`src/rtl/serial_pkg.sv`:
```
// serial_pkg: shared state encoding and line levels for the serial transmit path
package serial_pkg;

    typedef enum logic [1:0] {
        IDLE  = 2'd0,
        START = 2'd1,
        DATA  = 2'd2,
        STOP  = 2'd3
    } tx_state_t;

    localparam logic LINE_IDLE = 1'b1;
    localparam logic START_BIT = 1'b0;
    localparam logic STOP_BIT  = 1'b1;

endpackage

```
`src/rtl/shift_reg_piso.sv`:
```
// shift_reg_piso: parallel-in serial-out register, left shift with zero fill
module shift_reg_piso #(
    parameter int DATA_W = 8
) (
    input  logic              clk,
    input  logic              reset,
    input  logic              load,
    input  logic [DATA_W-1:0] load_data,
    input  logic              shift_en,
    output logic              msb_out
);

    logic [DATA_W-1:0] sr;

    // load has priority over shift; both are owned by the frame controller
    always_ff @(posedge clk) begin
        if (reset)
            sr <= '0;
        else if (load)
            sr <= load_data;
        else if (shift_en)
            sr <= sr << 1;
    end

    assign msb_out = sr[DATA_W-1];

endmodule

```
`src/rtl/serial_tx_ctrl.sv`:
```
// serial_tx_ctrl: sequences start, MSB-first data and stop bits onto a registered serial line
module serial_tx_ctrl
    import serial_pkg::*;
#(
    parameter int DATA_W       = 8,
    parameter int CLKS_PER_BIT = 4
) (
    input  logic              clk,
    input  logic              reset,
    input  logic [DATA_W-1:0] tx_data,
    input  logic              tx_valid,
    output logic              tx_ready,
    output logic              serial_out,
    output logic              busy,
    output logic              done
);

    localparam int CW = (CLKS_PER_BIT > 1) ? $clog2(CLKS_PER_BIT) : 1;
    localparam int BW = $clog2(DATA_W + 1);

    tx_state_t state, state_next;
    logic [CW-1:0] cyc_cnt;
    logic [BW-1:0] bit_cnt;
    logic handshake, bnd, last_bit, msb_out, shift_en, line_next;

    assign tx_ready  = (state == IDLE) && !reset;
    assign handshake = tx_valid && tx_ready;
    assign bnd       = cyc_cnt == CW'(CLKS_PER_BIT - 1);
    assign last_bit  = bit_cnt == BW'(DATA_W - 1);
    // The register shifts at the start-bit boundary too, so it runs one bit
    // ahead of the line and msb_out is already the next bit at each boundary.
    assign shift_en  = bnd && (state == START || state == DATA);

    shift_reg_piso #(.DATA_W(DATA_W)) u_sr (
        .clk       (clk),
        .reset     (reset),
        .load      (handshake),
        .load_data (tx_data),
        .shift_en  (shift_en),
        .msb_out   (msb_out)
    );

    // next state and next line level; line is registered from the next state so it aligns with state
    always_comb begin
        state_next = (state == IDLE)  ? (handshake ? START : IDLE) :
                     (state == START) ? (bnd ? DATA : START) :
                     (state == DATA)  ? ((bnd && last_bit) ? STOP : DATA) :
                                        (bnd ? IDLE : STOP);
        line_next  = (state_next == START) ? START_BIT :
                     (state_next == DATA)  ? (bnd ? msb_out : serial_out) :
                     (state_next == STOP)  ? STOP_BIT : LINE_IDLE;
    end

    // state, bit timer, bit counter and registered outputs
    always_ff @(posedge clk) begin
        if (reset) begin
            state      <= IDLE;
            cyc_cnt    <= '0;
            bit_cnt    <= '0;
            serial_out <= LINE_IDLE;
            busy       <= 1'b0;
            done       <= 1'b0;
        end else begin
            state      <= state_next;
            cyc_cnt    <= (state_next != state || state == IDLE || bnd) ? '0 : cyc_cnt + CW'(1);
            bit_cnt    <= (state_next != state) ? '0 : (state == DATA && bnd) ? bit_cnt + BW'(1) : bit_cnt;
            serial_out <= line_next;
            busy       <= state_next != IDLE;
            done       <= (state == STOP) && bnd;
        end
    end

endmodule

```
`config.mk`:
```
export PLATFORM = sky130hd
export DESIGN_NAME = serial_tx_ctrl
export DESIGN_NICKNAME = d
export VERILOG_FILES = /design/src/rtl/serial_pkg.sv /design/src/rtl/shift_reg_piso.sv /design/src/rtl/serial_tx_ctrl.sv
export SDC_FILE = /design/constraint.sdc
export NUM_CORES = 1
export LEC_CHECK = 0
export ABC_AREA = 1
export CAP_MARGIN = 20
export CORE_ASPECT_RATIO = 1.2
export CORE_MARGIN = 5
export CORE_UTILIZATION = 56
export DETAILED_ROUTE_END_ITERATION = 7
export HOLD_SLACK_MARGIN = 0.06
export PLACE_DENSITY = 0.86
export SETUP_SLACK_MARGIN = 0.4
export SYNTH_ARGS = -nofsm -noshare
export SYNTH_HDL_FRONTEND = slang
export SYNTH_HIERARCHICAL = 1
export SYNTH_SLANG_ARGS = --single-unit
```
`constraint.sdc`:
```
create_clock -name clk -period 3.9 [get_ports clk]
set_clock_uncertainty 0.15 [all_clocks]
set_input_delay 0.975 -clock clk [delete_from_list [all_inputs] [get_ports clk]]
set_output_delay 0.975 -clock clk [all_outputs]
set_load 0.05 [all_outputs]
```
# Yosys cells after proc, flatten, opt, wreduce, memory -nomap -nowiden
# Cells that the tools add are included.
# Widths: inputs -> output; s select.
dict set report totals {
  regBits 19
  elab_cells 45
  output_inout_bits 4
  inputBits 11
}
dict set report op_classes {
  n_reduce_logical 15
  n_addsub 2
  mux 12
  eq_ne 9
}
# op count
set op_table {}
lappend op_table {{$mux 8} 2}
lappend op_table {{$mux 2} 5}
lappend op_table {{$eq 2x2->1 const B} 4}
lappend op_table {{$logic_and 1x1->1} 6}
lappend op_table {{$mux 1} 5}
lappend op_table {{$add 4x1->4 const B} 1}
lappend op_table {{$eq 2x1->1 const B} 2}
lappend op_table {{$eq 4x3->1 const B} 1}
lappend op_table {{$reduce_bool 2->1} 2}
lappend op_table {{$reduce_or 2->1} 2}
lappend op_table {{$logic_or 1x1->1} 3}
lappend op_table {{$ne 3x3->1 const B} 1}
lappend op_table {{$add 2x1->2 const B} 1}
lappend op_table {{$logic_not 2->1} 1}
lappend op_table {{$ne 2x2->1} 1}
lappend op_table {{$logic_not 1->1} 1}

# Longest topological paths before layout
# Gate-level depths: netlist of run 1.
dict set report logic_depth {
  word_depth 10
  depth_mapped 13
  ltp_nobuf 13
}

# Modules after synthesis
# Netlist of run 1, hierarchy kept.
# mod instances cells_each area_per_inst_um2 seq_area_each_um2
set modules_own_cells {}
lappend modules_own_cells {serial_tx_ctrl 1 79 615.6 220.2}
lappend modules_own_cells {shift_reg_piso 1 60 399.1 160.2}

# Worst setup path after synthesis of run 1
# OpenSTA, ideal clock, no wires.
dict set report synth_path {
  kind {input port to output port}
  startpoint {in reset}
  endpoint {out tx_ready}
  n_path_buf 0
  cell_stages 1
  slack_ns 1.146
  arrival_ns 1.629
  t_required_ns 2.775
  path_cell_list {nor2_1}
}
dict set report synth_between {
  elab_chain_cells 2
}
# element line
set synth_rtl {}
lappend synth_rtl {{start, declared} serial_tx_ctrl.sv:9} ;# input logic reset,
lappend synth_rtl {{$logic_not 1->1} serial_tx_ctrl.sv:26} ;# assign tx_ready = (state == IDLE) && !reset;
lappend synth_rtl {{$logic_and 1x1->1} serial_tx_ctrl.sv:26}
lappend synth_rtl {{end, declared} serial_tx_ctrl.sv:12} ;# output logic tx_ready,
# Every way passes these cells.

# Worst setup path after layout of run 1
# Ends and elaborated chain as after synthesis.

==> flow_summary.yaml, run 1 <==
worst_setup_path:
  crit_path_end_kind: "output pin"
  crit_required_ns: 2.77
  worst_path_dominant_cell_family: "buffers and inverters"
  max_stage_delay_ns: 0.41
  rr_worst_depth: 8
  critPathKind: "in -> out"
  path_cells: "clkdlybuf4s50_1 > buf_4 > nor2_1 > buf_4"
  r2r_start: "state[0]"
  crit_buf_inv: 3
  cp_max_fo: 10
  cp_data_arrival_time_ns: 1.86
  reg2reg_slack_ns: 2.05
  r2r-end: "u_sr/sr[4]"
  startpoint_type: "primary input"
  slowest_stage: "clkdlybuf4s50_1"
  cpMostUsedCell: "buf_4"
drt:
  wl_um: 1750
  num_vias: 848
  wl_per_cell_um: 10.1
  ant_nets: 0
  firstDrtPassIters: 4
  routed_via_density: 4.90
  drc: 0
  drt_iter0_drc: 20
placement:
  routabilityCongestion: 0.776
  dp_hpwl_um: 1340
  place_ws_ns: 0.902
  portBuffers: 14
  dp.cells: 169
floorplan:
  rows: 16
  coreArea_um2: 1680
  die_h_um: 56.6
  die_x_um: 48.9
  initial_core_util_pct: 60.3
  dieArea_um2: 2770
  io_pins: 15
yosys:
  synth-edff-count: 0
  ys.warnings.count: 6
  seq_area_frac_synth_pct: 37.5
  synth_top_area_share_pct: 37.5
  synth_nets: 156
  syn_inst: 139
  yosysMostFrequentCell: "nand2_1"
  async_reset_ff_share_pct: 0
  syn_avg_cell_area_um2: 7.30
  synth_seq_cells: 19
  netlist_top_cells_count: "nand2_1, dfxtp_1, inv_1"
  synth.area.top_cells: "dfxtp_1, nand2_1, nand3_1, ha_1, inv_1"
  netlist_area_um2: 1010
  ys.flop_type: "dfxtp_1"
  ys_types: 20
  yosysTopAreaCell: "dfxtp_1"
cts:
  cts_root_buffer: "clkbuf_4"
  post_cts_buffers: 0
  path_clk_slew_ns: 0.11
  clock_latency_ns: 0.29
  cts.repair.resized: 0
  htreeDepth: 1
  numClockSinks: 19
  cts_tree: "yes"
  clockBufferDepth: 2
  hold_buffers: 0
  numCtsBuffers: 3
min_path:
  hold_path_depth: 1
  hp-class: "reg -> reg"
  min_from: "cyc_cnt[0]"
  min_to: "cyc_cnt[0]"
sta:
  finalCritPeriodShare_pct: 76.6
  hold_viol: 0
  timing.fmax_mhz: 335
  rsz0062_at_grt: "no"
  setup_viol: 0
  relSlewSlack_pct: 67.0
  fin_ws_ns: 0.911
  final.setup.tns_ns: 0
  slew_viol_final: 0
  tightest_slew_ns: 0.493
  period_needed_ns: 2.99
global_routing:
  grt_pass1_wl_um: 3110
  grt_max_degree: 12
  antenna_found_initial: 0
  grt_usage_pct: 13.7
  grt_overflow_total: 0
  grt_pass1_vias: 797
final_layout:
  diodes: 0
  final_nets: 173
  utilization_pct: 70.2
  final_cells: 173
  syn_to_final_growth_pct: 16.3
  post_route_cells_drive_above_1_share_pct: 14.2
flow_run:
  cap_violations: 0
pwr:
  power_density_nw_per_um2: 407
  leakagePower_nw: 0.565
  p_total_uw: 480
  ir_worst_vdd_v: 0.000279
outcome:
  status: "finished clean"
[kinds of logic (layout without fill, tap and decap cells)]
family	count (synthesis)	count (layout)	share of synthesized area [%]
fa+ha+maj	6	6	7.40
xor+xnor	3	3	2.59
flops	19	19	37.5
mux	1	1	0.986
compound gates	6	6	3.33
simple gates	79	79	37.1
buf+inv	25	41	11.1
[state kept, by name, indices dropped and copies added, names as in the netlist]
register and cells:
bit_cnt 4, busy 1, cyc_cnt 2, done 1
serial_out 1, state 2, u_sr/sr 8
[metal layers]
| metal | global-route usage [%] | share of wire, % | vias to the layer above |
|---|---|---|---|
| li1 | - | - | 460 |
| met1 | 15.5 | 45 | 367 |
| met2 | 24.8 | 50 | 19 |
| met3 | 3.17 | 4.7 | 2 |
| met4 | 4.62 | 0.69 | 0 |
| met5 | 0 | 0 | - |
[how the worst max path moves through the flow]
| stage | from | to | depth (start not counted) |
|---|---|---|---|
| 2_1_floorplan | reset | tx_ready | 1 |
| 3_3_place_gp | reset | tx_ready | 4 |
| 3_5_place_dp | reset | tx_ready | 4 |
| 4_1_cts | reset | tx_ready | 4 |
| 5_1_grt | reset | tx_ready | 4 |
| 6_report | reset | tx_ready | 4 |
[layout make-up]
type / count / area (µm²)
Fill cell: 139 / 502
Sequential cell: 19 / 380
Inverter: 22 / 82.6
Clock buffer: 3 / 22.5
Tap cell: 18 / 22.5
Multi-Input combinational cell: 95 / 522
Clock inverter: 1 / 5.00
Timing Repair Buffer: 15 / 145
[metrics by stage]
stage                     hold slack, ns  instance area [µm²]
final                              0.277                 1180
after global routing               0.307                 1180
after CTS                          0.286                 1180
after detailed placement           0.270                 1150
after global placement             0.258                 1150
after floorplan                    0.248                 1010
[where the power goes]
| part | internal [mW] | switching, mW | total (mW) |
|---|---|---|---|
| Sequential | 0.211 | 0.00961 | 0.221 |
| Clock | 0.0381 | 0.0599 | 0.0980 |
| Combinational | 0.0572 | 0.104 | 0.161 |
[layout by cell type (no fill, tap or decap), drive strengths merged]
cell            n
buf             2
clkdlybuf4s50  13
nand4           1
xor2            2
mux2i           1
a21oi           6
nand2          44
dfxtp          19
nand3          19
nor2           15
clkbuf          3
inv            22
clkinv          1
ha              6
xnor2           1
No activity file was read; power rests on OpenSTA's default activity.
==> run 2, diff against run 1 <==
- CORE_UTILIZATION: 56 -> 47
- PLACE_DENSITY: 0.86 -> 0.77
- clock period: 3.9 -> 2.5 ns (I/O delays scaled with it)
==> run 2 against run 1 <==
  * Non-clock buffer count is 2 higher
  * Via count is 2.7% higher
  * Die area is 15% higher
  * Clock-buffer cell count stayed put
  * Total power is 62% higher
  * Sequential share of layout area is 1.3 points lower
  * Global-route usage is 0.44 points lower
==> flow_summary.yaml, run 2 (synthesis gave the netlist of run 1 again) <==
cts:
  clock_latency_ns: 0.30
  hold_buffers: 0
  numClockSinks: 19
  htreeDepth: 1
  post_cts_buffers: 0
  path_clk_slew_ns: 0.11
  cts_root_buffer: "clkbuf_4"
  clockBufferDepth: 2
  cts_tree: "yes"
  numCtsBuffers: 3
placement:
  place_ws_ns: 0.236
  portBuffers: 14
  dp_hpwl_um: 1480
  routabilityCongestion: 0.780
  dp.cells: 183
  place_area_um2: 1200
flow_run:
  cap_violations: 0
pwr:
  ir_worst_vdd_v: 0.000511
  power_density_nw_per_um2: 625
  leakagePower_nw: 0.597
min_path:
  hp-class: "reg -> reg"
  hold_path_depth: 1
  min_to: "cyc_cnt[0]"
  min_from: "cyc_cnt[0]"
final_layout:
  utilization_pct: 60.1
  fin_area_um2: 1250
  mostFrequentLayoutCells: "nand2_1, dfxtp_1, nand3_1"
  final_nets: 175
  syn_to_final_growth_pct: 22.8
  final_cells: 187
  diodes: 0
  final_common_cell: "nand2_1"
  post_route_cells_drive_above_1_share_pct: 19.7
  largest_reg_flops: 8
  top_regs: "u_sr/sr x8, bit_cnt x4"
  top_register: "u_sr/sr"
sta:
  tightest_slew_ns: 0.487
  relSlewSlack_pct: 67.7
  slew_viol_final: 0
  rsz0062_at_grt: "no"
  timing.fmax_mhz: 496
  fin_ws_ns: 0.485
  period_needed_ns: 2.02
  finalCritPeriodShare_pct: 80.6
  hold_viol: 0
  final.setup.tns_ns: 0
  setup_viol: 0
worst_setup_path:
  cp_max_fo: 4
  cp_data_arrival_time_ns: 1.24
  startpoint_type: "flip-flop"
  critPathKind: "reg -> out"
  path_cells: "inv_4 > ha_4 > inv_2 > nor2_2 > buf_12"
  r2r_start: "cyc_cnt[0]"
  r2r-end: "u_sr/sr[2]"
  max_stage_delay_ns: 0.38
  crit_required_ns: 1.73
  reg2reg_slack_ns: 0.80
  rr_worst_depth: 8
  slowest_stage: "dfxtp_4"
  crit_path_end_kind: "output pin"
floorplan:
  rows: 18
  die_x_um: 52.4
  die_h_um: 60.9
  io_pins: 15
  dieArea_um2: 3190
  coreArea_um2: 2070
  initial_core_util_pct: 49.0
global_routing:
  grt_max_degree: 12
  top_usage_layer: "met2"
  grt_overflow_total: 0
  use_met1_pct: 14.4
  antenna_found_initial: 0
  grt_pass1_wl_um: 3170
  grt_usage_pct: 13.3
  met2_usage_pct: 23.8
  grtUsageMet3_pct: 2.21
  grt_pass1_vias: 865
drt:
  firstDrtPassIters: 4
  wl_per_cell_um: 10.1
  wl_um: 1890
  routed_via_density: 4.66
  ant_nets: 0
  drc: 0
  num_vias: 871
  drt_iter0_drc: 28
outcome:
  status: "finished clean"
[run 2: cell types whose count changed in the layout (fill, tap and decap cells not counted), moves of 2 or more]
cell | before | now
clkdlybuf4s50_1 | 13 | 9
inv_4 | 0 | 2
dfxtp_1 | 19 | 17
inv_1 | 18 | 15
dlygate4sd2_1 | 0 | 3
[run 2: how the worst max path moves through the flow]
stage | startpoint | to | slack [ns]
after floorplan | state[0] | tx_ready | 0.58
after global routing | state[0] | tx_ready | 0.41
final | state[0] | tx_ready | 0.48
after CTS | state[0] | tx_ready | 0.25
after global placement | reset | tx_ready | 0.24
after detailed placement | reset | tx_ready | 0.24
[run 2: timing repair]
action / 4_1_cts / 5_1_grt
gates resized for setup: 3 / 11
setup endpoints to repair: 4 / 1
pin swaps: 1 / 1
[run 2: per-layer routing]
metal  routed length (µm)  share of wire (%)
met1                  818                 43
met2                  949                 50
met3                   68                3.6
met4                   49                2.6
met5                    0                  0
[run 2: per-stage QoR]
step	hold slack (ns)	power, mW
6_report	0.278	0.779
3_5_place_dp	0.267	0.619
2_1_floorplan	0.248	0.541
4_1_cts	0.283	0.772
3_3_place_gp	0.258	0.611
5_1_grt	0.298	0.835
[run 2: cell type report]
class | instances | area [µm²]
well taps | 30 | 37.5
clock inverters | 1 | 5.00
multi-input cells | 95 | 537
clock buffers | 3 | 22.5
fillers | 202 | 826
repair buffers | 17 | 171
flip-flops and latches | 19 | 385
inverters | 22 | 87.6
[run 2: report_power, final]
| part | switching (mW) | internal [mW] |
|---|---|---|
| combinational | 0.169 | 0.104 |
| clock | 0.0975 | 0.0597 |
| sequential | 0.0184 | 0.331 |
[run 2: critical path: cells and delay by family, from the launching register on]
family / cells / cell delay, ns
adders and majority gates: 1 / 0.15
buffers and inverters: 3 / 0.28
and+or+nand+nor: 1 / 0.12
DFF: 1 / 0.38
==> run 3, diff against run 2 <==
- CORE_UTILIZATION: 47 -> 52
- PLACE_DENSITY: 0.77 -> 0.81
- clock period: 2.5 -> 2.09 ns (I/O delays scaled with it)
==> run 3 against run 2 <==
  * Final cell count fell by 1.1%
  * Via count up 12%
  * Flip-flop and latch count unchanged
  * Largest cell class unchanged
  * Setup slack got worse by 0.24 ns
  * Die area shrank 7.9%
  * Register-to-register slack worse by 0.55 ns
  * Largest power group is now combinational logic
==> flow_summary.yaml, run 3 (synthesis gave the netlist of run 1 again) <==
pwr:
  power_density_nw_per_um2: 765
  ir_worst_vdd_v: 0.000715
  leakagePower_nw: 0.660
cts:
  numCtsBuffers: 3
  htreeDepth: 1
  numClockSinks: 19
  clockBufferDepth: 2
  path_clk_slew_ns: 0.11
  cts_root_buffer: "clkbuf_4"
  cts_tree: "yes"
  clock_latency_ns: 0.30
final_layout:
  final_common_cell: "nand2_1"
  mostFrequentLayoutCells: "nand2_1, dfxtp_1, nand2_2"
  largest_reg_flops: 8
  utilization_pct: 80.8
  post_route_cells_drive_above_1_share_pct: 44.6
  diodes: 0
  syn_to_final_growth_pct: 47.3
  top_regs: "u_sr/sr x8, bit_cnt x4"
  final_nets: 184
  top_register: "u_sr/sr"
global_routing:
  grt_usage_pct: 17.9
  grt_pass1_wl_um: 4080
  grt_pass1_vias: 970
  grt_overflow_total: 0
  grt_max_degree: 11
  antenna_found_initial: 0
worst_setup_path:
  crit_path_start: "state[0]"
  crit_end: "u_sr/sr[2]"
  cp_data_arrival_time_ns: 1.95
  rr_worst_depth: 11
  r2r-end: "u_sr/sr[2]"
  cp_max_fo: 8
  reg2reg_slack_ns: 0.25
  r2r_start: "state[0]"
  startpoint_type: "flip-flop"
  crit_required_ns: 2.19
  critPathKind: "reg -> reg"
  crit_path_end_kind: "flip-flop"
drt:
  dr_wl_met3_um: 115
  routed_via_density: 5.28
  met2WireLength_um: 1410
  highest_layer: "met4"
  wl_per_cell_um: 15.3
  drc: 0
  drt_iter0_drc: 24
  firstDrtPassIters: 4
  wl_um: 2830
  num_vias: 977
  wl_met1_um: 1210
  ant_nets: 0
sta:
  slew_viol_final: 0
  setup_viol: 0
  tightest_slew_ns: 0.349
  rsz0062_at_grt: "yes"
  final.setup.tns_ns: 0
  period_needed_ns: 1.84
  relSlewSlack_pct: 76.7
  hold_viol: 0
  finalCritPeriodShare_pct: 88.2
  timing.fmax_mhz: 542
floorplan:
  coreArea_um2: 1850
  die_h_um: 58.4
  die_x_um: 50.3
  initial_core_util_pct: 54.8
  io_pins: 15
  rows: 17
  dieArea_um2: 2940
placement:
  routabilityCongestion: 0.766
  dp_hpwl_um: 1610
  portBuffers: 14
min_path:
  hp-class: "reg -> reg"
  hold_path_depth: 2
  min_from: "u_sr/sr[0]"
outcome:
  status: "finished clean"
flow_run:
  cap_violations: 0
==> run 3: worst min-delay path by stage <==
stage / endpoint
2_1_floorplan: cyc_cnt[0]
3_3_place_gp: cyc_cnt[0]
3_5_place_dp: cyc_cnt[0]
4_1_cts: cyc_cnt[0]
5_1_grt: u_sr/sr[4]
6_report: u_sr/sr[0]
==> run 3: area by class of cell <==
| type | instances | area (µm²) |
|---|---|---|
| multi-input combinational | 95 | 717 |
| sequential | 19 | 383 |
| fill | 108 | 355 |
| timing repair buffer | 26 | 246 |
| inverter | 22 | 98.8 |
| clock buffer | 4 | 26.3 |
| tap | 19 | 23.8 |
==> run 3: repair_timing <==
item                                    CTS  global route
pin swaps                                 2            20
gates resized for setup                  11            50
hold buffers                              0             0
endpoints found under the setup margin   15            15
hold endpoints to repair                  0             0
gates cloned                              0             0
setup buffers                             6             2
==> run 3: worst max-delay path: stages (launching register included) <==
cell and delay [ns]:
dfxtp_2 0.36, inv_2 0.05, ha_4 0.16, buf_4 0.13, buf_6 0.12, nand3_4 0.07
clkinvlp_4 0.21, nor2_8 0.22, nand2_2 0.09, nand3_2 0.08, nand2_1 0.07, inv_1 0.07
==> run 3: per-stage QoR <==
| step | total power [mW] | setup WS, ns | std cells | area, µm² | hold WS (ns) |
|---|---|---|---|---|---|
| after floorplan | 0.650 | 0.414 | 139 | 1020 | 0.248 |
| after global placement | 0.736 | 0.0558 | 173 | 1190 | 0.258 |
| after detailed placement | 0.749 | 0.00764 | 173 | 1190 | 0.269 |
| after CTS | 0.990 | 0.246 | 183 | 1280 | 0.288 |
| after global routing | 1.20 | 0.201 | 185 | 1500 | 0.355 |
| final | 1.14 | 0.247 | 185 | 1500 | 0.322 |
==> run 3: where the power goes <==
| group | internal (mW) | switching (mW) | leakage, nW | total, mW |
|---|---|---|---|---|
| clock network | 0.0745 | 0.117 | 0.0150 | 0.191 |
| logic | 0.218 | 0.318 | 0.490 | 0.536 |
| registers | 0.395 | 0.0209 | 0.156 | 0.416 |
==> run 3: routing by layer <==
layer / vias to the layer above / global-route usage, %
met5: - / 0
met3: 12 / 2.53
met2: 36 / 32.1
met4: 0 / 9.49
li1: 480 / -
met1: 449 / 20.1
